## config.mk

```make
export PLATFORM = sky130hd
export DESIGN_NAME = fifo_stream_reader_flat
export DESIGN_NICKNAME = d
export VERILOG_FILES = /design/src/rtl/fifo_stream_reader_if.sv /design/src/rtl/fifo_stream_reader.sv /design/src/flat_wrapper.sv
export SDC_FILE = /design/constraint.sdc
export NUM_CORES = 1
export LEC_CHECK = 0
export ABC_AREA = 1
export CORE_MARGIN = 3
export CORE_UTILIZATION = 45
export DETAILED_ROUTE_END_ITERATION = 10
export PLACE_DENSITY = 0.82
export RECOVER_POWER = 25
export SETUP_SLACK_MARGIN = 0.5
export SKIP_LAST_GASP = 1
export SYNTH_ARGS = -nofsm -noshare
export SYNTH_HDL_FRONTEND = slang
export SYNTH_SLANG_ARGS = --single-unit
```

## constraint.sdc

```tcl
create_clock -name clk -period 5 [get_ports clk]
set_input_delay 1 -clock clk [delete_from_list [all_inputs] [get_ports clk]]
set_output_delay 1 -clock clk [all_outputs]
set_load 0.03 [all_outputs]
```

## src/rtl/fifo_stream_reader_if.sv

```systemverilog
// ============================================================================
//  Module      : fifo_stream_reader_if
//  Description : FIFO read-port and valid/ready stream bundle for the reader.
//  Revision    : 1.0 - initial release
// ============================================================================
`default_nettype none
`timescale 1ns/1ps

interface fifo_stream_reader_if #(
    parameter int DW = 8
);
    logic          fifo_empty;
    logic [DW-1:0] fifo_dout;
    logic          fifo_ren;
    logic          m_valid;
    logic          m_ready;
    logic [DW-1:0] m_data;

    // master: the reader itself; slave: the FIFO plus downstream consumer
    modport master (
        input  fifo_empty, fifo_dout, m_ready,
        output fifo_ren, m_valid, m_data
    );

    modport slave (
        output fifo_empty, fifo_dout, m_ready,
        input  fifo_ren, m_valid, m_data
    );
endinterface

`default_nettype wire

```

## src/rtl/fifo_stream_reader.sv

```systemverilog
// ============================================================================
//  Module      : fifo_stream_reader
//  Description : Pops a 1-cycle-latency FIFO into a 2-entry buffer feeding a
//                valid/ready stream at full rate without over-reading.
//  Revision    : 1.0 - initial release
// ============================================================================
`default_nettype none
`timescale 1ns/1ps

module fifo_stream_reader #(
    parameter int DW    = 8,
    parameter int CNT_W = 16
) (
    input  logic                 clk,
    input  logic                 rst,
    input  logic                 en,
    fifo_stream_reader_if.master bus,
    output logic [1:0]           occupancy,
    output logic [CNT_W-1:0]     pop_count
);

    typedef enum logic [1:0] {
        S_EMPTY = 2'd0,
        S_ONE   = 2'd1,
        S_TWO   = 2'd2
    } state_t;

    state_t          r_state;
    state_t          w_state_nxt;
    logic [DW-1:0]   r_head;
    logic [DW-1:0]   r_tail;
    logic [DW-1:0]   w_head_nxt;
    logic [DW-1:0]   w_tail_nxt;
    logic            r_inflight;
    logic [CNT_W-1:0] r_pop_count;

    logic            w_transfer;
    logic            w_capture;
    logic            w_ren;
    logic [2:0]      w_credit;

    assign occupancy   = r_state;
    assign pop_count   = r_pop_count;
    assign bus.m_valid = (r_state != S_EMPTY);
    assign bus.m_data  = r_head;
    assign bus.fifo_ren = w_ren;

    assign w_transfer = bus.m_valid && bus.m_ready;
    assign w_capture  = r_inflight;

    // Slots committed after this edge: buffered + arriving - leaving. A read is
    // only issued if its word is guaranteed a slot when it lands.
    assign w_credit = {1'b0, occupancy} + {2'b00, r_inflight} - {2'b00, w_transfer};
    assign w_ren    = !rst && en && !bus.fifo_empty && (w_credit < 3'd2);

    always_ff @(posedge clk) begin
        if (rst) begin
            r_state     <= S_EMPTY;
            r_head      <= '0;
            r_tail      <= '0;
            r_inflight  <= 1'b0;
            r_pop_count <= '0;
        end else begin
            r_state     <= w_state_nxt;
            r_head      <= w_head_nxt;
            r_tail      <= w_tail_nxt;
            r_inflight  <= w_ren;
            r_pop_count <= r_pop_count + {{(CNT_W-1){1'b0}}, w_transfer};
        end
    end

    always_comb begin
        w_state_nxt = r_state;
        w_head_nxt  = r_head;
        w_tail_nxt  = r_tail;
        case (r_state)
            S_EMPTY: begin
                if (w_capture) begin
                    w_head_nxt  = bus.fifo_dout;
                    w_state_nxt = S_ONE;
                end
            end
            S_ONE: begin
                if (w_capture && !w_transfer) begin
                    w_tail_nxt  = bus.fifo_dout;
                    w_state_nxt = S_TWO;
                end else if (w_capture && w_transfer) begin
                    w_head_nxt  = bus.fifo_dout;
                end else if (w_transfer) begin
                    w_state_nxt = S_EMPTY;
                end
            end
            S_TWO: begin
                // Capture here is unreachable by the credit rule; handled so
                // the buffer would still keep order rather than drop a word.
                if (w_transfer) begin
                    w_head_nxt = r_tail;
                    if (w_capture) begin
                        w_tail_nxt = bus.fifo_dout;
                    end else begin
                        w_state_nxt = S_ONE;
                    end
                end
            end
            default: begin
                w_state_nxt = S_EMPTY;
            end
        endcase
    end

endmodule

`default_nettype wire

```

## src/flat_wrapper.sv

```systemverilog
// flat-port wrapper written by rule: the top's interface ports become plain ports
module fifo_stream_reader_flat 
#(
    parameter int DW    = 8,
    parameter int CNT_W = 16
)
  (clk, rst, en, occupancy, pop_count, bus_fifo_empty, bus_fifo_dout, bus_m_ready, bus_fifo_ren, bus_m_valid, bus_m_data);
  fifo_stream_reader_if #(.DW(DW)) bus_i ();
  input  logic clk;
  input  logic rst;
  input  logic en;
  output logic [1:0] occupancy;
  output logic [CNT_W-1:0] pop_count;
  input wire logic [$bits(bus_i.fifo_empty)-1:0] bus_fifo_empty;
  input wire logic [$bits(bus_i.fifo_dout)-1:0] bus_fifo_dout;
  input wire logic [$bits(bus_i.m_ready)-1:0] bus_m_ready;
  output wire logic [$bits(bus_i.fifo_ren)-1:0] bus_fifo_ren;
  output wire logic [$bits(bus_i.m_valid)-1:0] bus_m_valid;
  output wire logic [$bits(bus_i.m_data)-1:0] bus_m_data;
  assign bus_i.fifo_empty = bus_fifo_empty;
  assign bus_i.fifo_dout = bus_fifo_dout;
  assign bus_i.m_ready = bus_m_ready;
  assign bus_fifo_ren = bus_i.fifo_ren;
  assign bus_m_valid = bus_i.m_valid;
  assign bus_m_data = bus_i.m_data;
  fifo_stream_reader #(.DW(DW), .CNT_W(CNT_W)) u_core (.clk(clk), .rst(rst), .en(en), .bus(bus_i), .occupancy(occupancy), .pop_count(pop_count));
endmodule
```

==> metrics.md <==
| Metric | Value |
|---|---|
| Max incr delay on CP | `0.59 ns` |
| Maxcap violations | `0` |
| Critical Path RT | `4.00 ns` |
| Worst path slowest cell | `dlygate4sd3_1` |
| WL per Instance | `11.1 µm` |
| Synth Warn # | `0` |
| Num rows | `22` |
| Final setup viols | `0` |
| Int Power | `0.405 mW` |
| Register clock-pin slew on the reported worst setup and hold paths | `0.07 ns` |
| Max FO, Critical Path | `10` |
| PD cells | `233 nW/µm²` |
| Io pins | `41` |
| Sequential share of power | `0.538` |
| CTS tree | `built` |
| Area share of fa/ha/maj cells after synthesis | `0.0253` |
| Setup crit end kind | `primary output` |
| DP Wirelength | `2.93 mm` |
| Compound-Gate Fraction of Synth Area | `0.0984` |
| Simple-Gate Fraction of Synth Area | `0.352` |
| Yosys top cell by area | `dfxtp_1` |
| RSZ-0062 raised after global routing | `no` |
| Largest net degree at the start of global routing | `21` |
| IO buf count | `40` |
| Status | `finished, final reports clean` |
| Synthesized area | `1780 µm²` |
| Final clock skew | `0.00392 ns` |
| Mux cell area share after synthesis | `0` |
| Peak supply drop | `0.000154 V` |
| Share of layout cells above drive strength 1 | `0.0421` |
| Worst Path Arrival | `3.19 ns` |
| Cell Chain, Critical Path | `dlygate4sd3_1, inv_1, nand2_1, nand2_4, nand2_1, fa_1, nand2_1, nor4_1, dlymetal6s2s_1` |
| Syn Inst Count | `266` |
| ANT nets after route | `0` |
| DRC | `0` |
| Die area | `4750 µm²` |
| Placer Congestion | `0.835` |
| Vias per inst | `4.86` |
| Die Y | `68.9 µm` |
| Chip width | `68.9 µm` |
| Postcts setup bufs | `0` |
| Core box area | `3740 µm²` |
| Sw frac | `0.245` |
| Pins Over Slew Limit | `0` |
| First-pass GRT wire length | `6.70 mm` |
| Min-delay worst type | `reg -> reg` |
| CTS buffer count | `5` |
| Initial antenna violation count | `0` |
| Global Route Usage Sum | `0.189` |
| Post-Syn Nets | `282` |
| CTS H-tree lvls | `2` |
| CP Class | `in -> out` |
| Sink Count | `35` |
| Register bit total from synthesis | `35` |
| Logic pwr share | `0.098` |
| Share of the synthesized area in the top cell type | `0.394` |
| Avg Synthesized Cell Area | `6.69 µm²` |
| Clock tree buffer depth | `2` |
| Relative slew slack | `0.174` |
| Clk_lat worst skew | `0.28 ns` |
| DRT Pass-1 Iters | `4` |
| Min Clock Period, post-route | `4.19 ns` |
| Worst-margin pin slew | `1.23 ns` |
| Most frequent cells in the layout | `nand2_1 (57), inv_1 (49), nor2_1 (45), clkdlybuf4s50_1 (38), dfxtp_1 (35)` |
| Post-Place Cell Area | `2220 µm²` |
| Total negative slack | `0 ns` |
| Critical path's most frequent cell | `nand2_1` |
| Cell area after layout | `2290 µm²` |
| DR iter-0 viols | `68` |
| Synth unique cells | `28` |
| XOR/XNOR Fraction of Synth Area | `0.00984` |
| Final WL | `3.95 mm` |
| Total power | `0.536 mW` |
| Ant diodes | `0` |
| Fin. Hold Viols | `0` |
| Leak | `1.00 nW` |
| Synth area leaders | `dfxtp_1 (39%), nand2_1 (12%), inv_1 (9.9%)` |
| Commonest non-fill, non-tap cell in the layout | `nand2_1` |
| Root buf cell | `clkbuf_8` |
| Vias in the first global route | `1,675` |
| Largest family of logic cells by synthesized area | `simple AND/OR/NAND/NOR gates` |
| # nets final | `324` |
| Final Cycle Share | `0.838` |
| P_sw | `0.131 mW` |
| Clock share of power | `0.364` |
| Critical path startpoint category | `input pin` |
| Max Freq | `239 MHz` |
| Routed via count | `1,734` |
| Initial core utilization | `0.476` |
| Total gr overflow | `0` |
| Seq/Total Area, Yosys | `0.394` |
| Synthesis-to-layout area growth | `28.9%` |
## path summary, 6_finish.rpt
check / startpoint / endpoint / slack, ns / cells after the start
setup / recovery: bus_m_ready / bus_fifo_ren / 0.81 / 9
hold / removal: u_core.pop_count[12]$_SDFF_PP0_ / u_core.pop_count[12]$_SDFF_PP0_ / 0.51 / 2
setup reg to reg: u_core.occupancy[1]$_SDFFE_PP0P_ / u_core.r_inflight$_SDFF_PP0_ / 2.99 / 8
hold reg to reg: u_core.pop_count[12]$_SDFF_PP0_ / u_core.pop_count[12]$_SDFF_PP0_ / 0.51 / 2
## flip-flops by register name, summed over array words and instances (netlist names)
signal and cells:
u_core.occupancy 2, u_core.r_inflight 1, u_core.pop_count 16, u_core.r_tail 8
u_core.bus.m_data 8
## synthesized netlist by cell type
cell	n
xor2_1	1
nor2_1	45
nand4_1	11
nor3_1	4
ha_1	2
nand2_4	2
inv_1	47
nand3_4	1
o21ai_2	1
clkbuf_1	3
buf_2	1
dfxtp_1	35
nand3_2	1
nand3b_1	3
buf_1	2
nor2_8	1
o21ai_1	6
a21oi_1	10
a31oi_1	1
nand2_1	55
nand3_1	9
xnor2_1	1
nor4_1	2
inv_2	4
fa_1	1
o21a_1	2
nand2_2	2
o21ai_0	13
## metrics by stage
stage / setup slack [ns] / hold slack, ns / std cells / utilization
floorplan: 1.13 / 0.486 / 266 / -
global placement: 0.599 / 0.480 / 349 / 0.594
detailed placement: 0.567 / 0.483 / 349 / 0.594
CTS: 0.564 / 0.506 / 357 / 0.616
global route: 0.635 / 0.540 / 357 / 0.613
finish: 0.810 / 0.506 / 357 / 0.613
## metal layers
| metal | vias to the layer above | GRT usage | share of wire |
|---|---|---|---|
| li1 | 910 | - | - |
| met1 | 765 | 0.211 | 0.45 |
| met2 | 51 | 0.324 | 0.49 |
| met3 | 8 | 0.0583 | 0.051 |
| met4 | 0 | 0.0900 | 0.015 |
| met5 | - | 0 | 0 |
## cell families after synthesis
kind of cell	after synthesis
compound gates	33
simple gates	136
buf+inv	57
fa+ha+maj	3
flops	35
xor+xnor	2
## worst max-delay path, delay by kind of cell
family / cells / cell delay (ns)
buffers and inverters: 3 / 1.05
and+or+nand+nor: 5 / 0.64
adders and majority gates: 1 / 0.49
## power by group through the flow
stage               Sequential (mW)  Clock (mW)  Combinational [mW]
CTS                           0.288       0.202              0.0538
global placement              0.294           0              0.0529
global route                  0.289       0.216              0.0576
detailed placement            0.294           0              0.0536
finish                        0.288       0.195              0.0526
floorplan                     0.302           0              0.0218
## layout make-up
type / instances / area, µm²
Tap cell: 48 / 60.1
Clock inverter: 1 / 5.00
Inverter: 51 / 191
Sequential cell: 35 / 701
Timing Repair Buffer: 41 / 410
Multi-Input combinational cell: 174 / 851
Clock buffer: 7 / 76.3
Fill cell: 374 / 1450
## what timing repair did
| action | in CTS | in global routing |
|---|---|---|
| resized for setup | 0 | 1 |
| hold buffers | 0 | 0 |
| hold endpoints to repair | 0 | 0 |
| endpoints found under the setup margin | 0 | 1 |
Power figures use the tool's default switching activity.
==> variant, RTL diff (same settings) <==
`DW` is set to 8 in 3 places; all go to 7.
--- a/src/rtl/fifo_stream_reader_if.sv
+++ b/src/rtl/fifo_stream_reader_if.sv
@@ -9,3 +9,3 @@
 interface fifo_stream_reader_if #(
-    parameter int DW = 8
+    parameter int DW = 7
 );
--- a/src/rtl/fifo_stream_reader.sv
+++ b/src/rtl/fifo_stream_reader.sv
@@ -10,3 +10,3 @@
 module fifo_stream_reader #(
-    parameter int DW    = 8,
+    parameter int DW    = 7,
     parameter int CNT_W = 16
--- a/src/flat_wrapper.sv
+++ b/src/flat_wrapper.sv
@@ -3,3 +3,3 @@
 #(
-    parameter int DW    = 8,
+    parameter int DW    = 7,
     parameter int CNT_W = 16
Ports: changed (resized bus_fifo_dout and bus_m_data); port bits go from 41 to 39. The function was not compared with the original's and may differ.
==> variant against the original RTL <==
- register-to-register slack got worse by 30 ps
- synthesized area fell by 8.4%
- utilization rose by 0.39 points
- critical path type unchanged
- wire length fell by 12%
- sequential cell count fell by 2
- worst setup slack improved by 70 ps
- largest cell class unchanged
- total power fell by 9.5%
- largest power group unchanged
- highest routed layer unchanged
- worst hold slack got worse by 22 ps
- final area fell by 8.2%
==> variant: results (changes against the original RTL) <==
metric	value	unit	change
cts-root-buf	clkbuf_4		
worstHoldPathCells	2		unchanged
grt_max_degree	23		+9.5%
inv_count	29		-43%
port_buffers	38		-5.0%
hold_path.class	reg2reg		
ys.flop_type	dfxtp_1		
numCtsBuffers	5		unchanged
max-vdd-ir-drop	0.0001480	V	-3.8%
grt_overflow	0		unchanged
multi_input_area_share	0.3973		+0.02649
vias	1543		-11%
clkCellAreaFrac	0.02613		-0.009313
multi_input_cells	167		-4.0%
clockBufferDepth	2		unchanged
grtUsageMet1	0.2150		+0.004086
cp_max_fo	4		-6
yosysWarnings	0		unchanged
clkbuf_count	7		unchanged
layout.nets	289		-11%
drt_iter0_markers	80		+18%
clk_latency	330	ps	+50 ps
grt_util_all_layers	0.1791		-0.009480
synth_nets	247		-12%
vias_per_cell	4.822		-0.73%
grt.met2_usage	0.3073		-0.01650
clock_sinks	33		-5.7%
first_global_vias	1438		-14%
pre_cts_slack	528.3	ps	-38.59 ps
reg2reg_slack	2960	ps	-30 ps
h-tree-depth	2		unchanged
whs	483.6	ps	-22.17 ps
finalInstanceArea	0.002107	sq mm	-8.2%
postSynthAreaPerCell	7.027	sq um	+5.0%
worst_path_largest_cell_delay	550	ps	-40 ps
yosys-top-cells-count	55 x nand2_1, 40 x nor2_1, 33 x dfxtp_1		
fillerInstances	317		-15%
layout-drive-gt1-share	0.09124		+0.04917
antenna_cells	0		unchanged
grt_pass1_wl	6.085	mm	-9.2%
gp_congestion	0.8412		+0.71%
post-dp-hpwl	2.645	mm	-9.6%
synth_area_leaders	dfxtp_1 41%, nand2_1 13%, nor2_1 9.2%, inv_1 6.0%, o21ai_0 4.3%		
bufAreaShareNonClock	0.1817		+0.002866
placed_cells	313		-10%
async_flop_share	0		unchanged
ys_types	27		-3.6%
skew	7.347	ps	+3.430 ps
yosysSeqAreaShare	0.4052		+0.01168
rr_worst_depth	8		unchanged
final-seq-area	660.6	sq um	-5.7%
wl	3.491	mm	-12%
power_leakage	0.0009363	uW	-6.6%
max_slew_margin	0.6242		+0.4502
path_clk_slew	90	ps	+20 ps
nNonClkBuffers	38		-7.3%
crit_arrival	3120	ps	-70 ps
status	finished, final reports clean		
max_freq	242.7	MHz	+1.7%
grt_use_met3	0.03571		-0.02263
variant: cell count changes in the layout (fill, tap and decap cells not counted), moves of 3 or more:
| cell | delta |
|---|---|
| clkdlybuf4s50_1 | -8 |
| nor3_1 | -3 |
| nand4_1 | -7 |
| clkbuf_8 | -4 |
| inv_1 | -23 |
| o21ai_0 | +5 |
| nor2_2 | +10 |
| o21ai_1 | -4 |
| dlygate4sd3_1 | +6 |
| nor2_1 | -5 |
| nand3b_1 | -3 |
| clkbuf_4 | +5 |
variant: power breakdown:
| part | switching [uW] | internal [uW] | total [uW] |
|---|---|---|---|
| Combinational | 35.7 | 25.4 | 61.1 |
| Sequential | 3.97 | 269 | 273 |
| Clock | 84.7 | 66.4 | 151 |
variant: routing by layer:
layer	part of all wire	wire length, um	vias up
li1	-	-	818
met1	0.46	1590	685
met2	0.49	1713	36
met3	0.043	151	4
met4	0.010	36	0
met5	0	0	-
variant: logic make-up after synthesis:
kind of cell | synth area share
AND/OR/NAND/NOR | 0.3630
AO/OA/AOI/OAI | 0.1151
flip-flops | 0.4052
buffers and inverters | 0.07827
adder cells (fa/ha/maj) | 0.02763
XOR/XNOR | 0.01075
variant: final timing paths:
kind | startpoint | end
worst max-delay path | bus_m_ready | bus_fifo_ren
worst min register to register | u_core.pop_count[15]$_SDFF_PP0_ | u_core.pop_count[15]$_SDFF_PP0_
worst min-delay path | u_core.pop_count[15]$_SDFF_PP0_ | u_core.pop_count[15]$_SDFF_PP0_
worst max register to register | u_core.occupancy[1]$_SDFFE_PP0P_ | u_core.pop_count[14]$_SDFF_PP0_
variant: repair_timing:
item,in CTS,in global routing
setup endpoints to repair,0,1
resized for setup,0,1
hold buffers,0,0
setup buffers,0,0
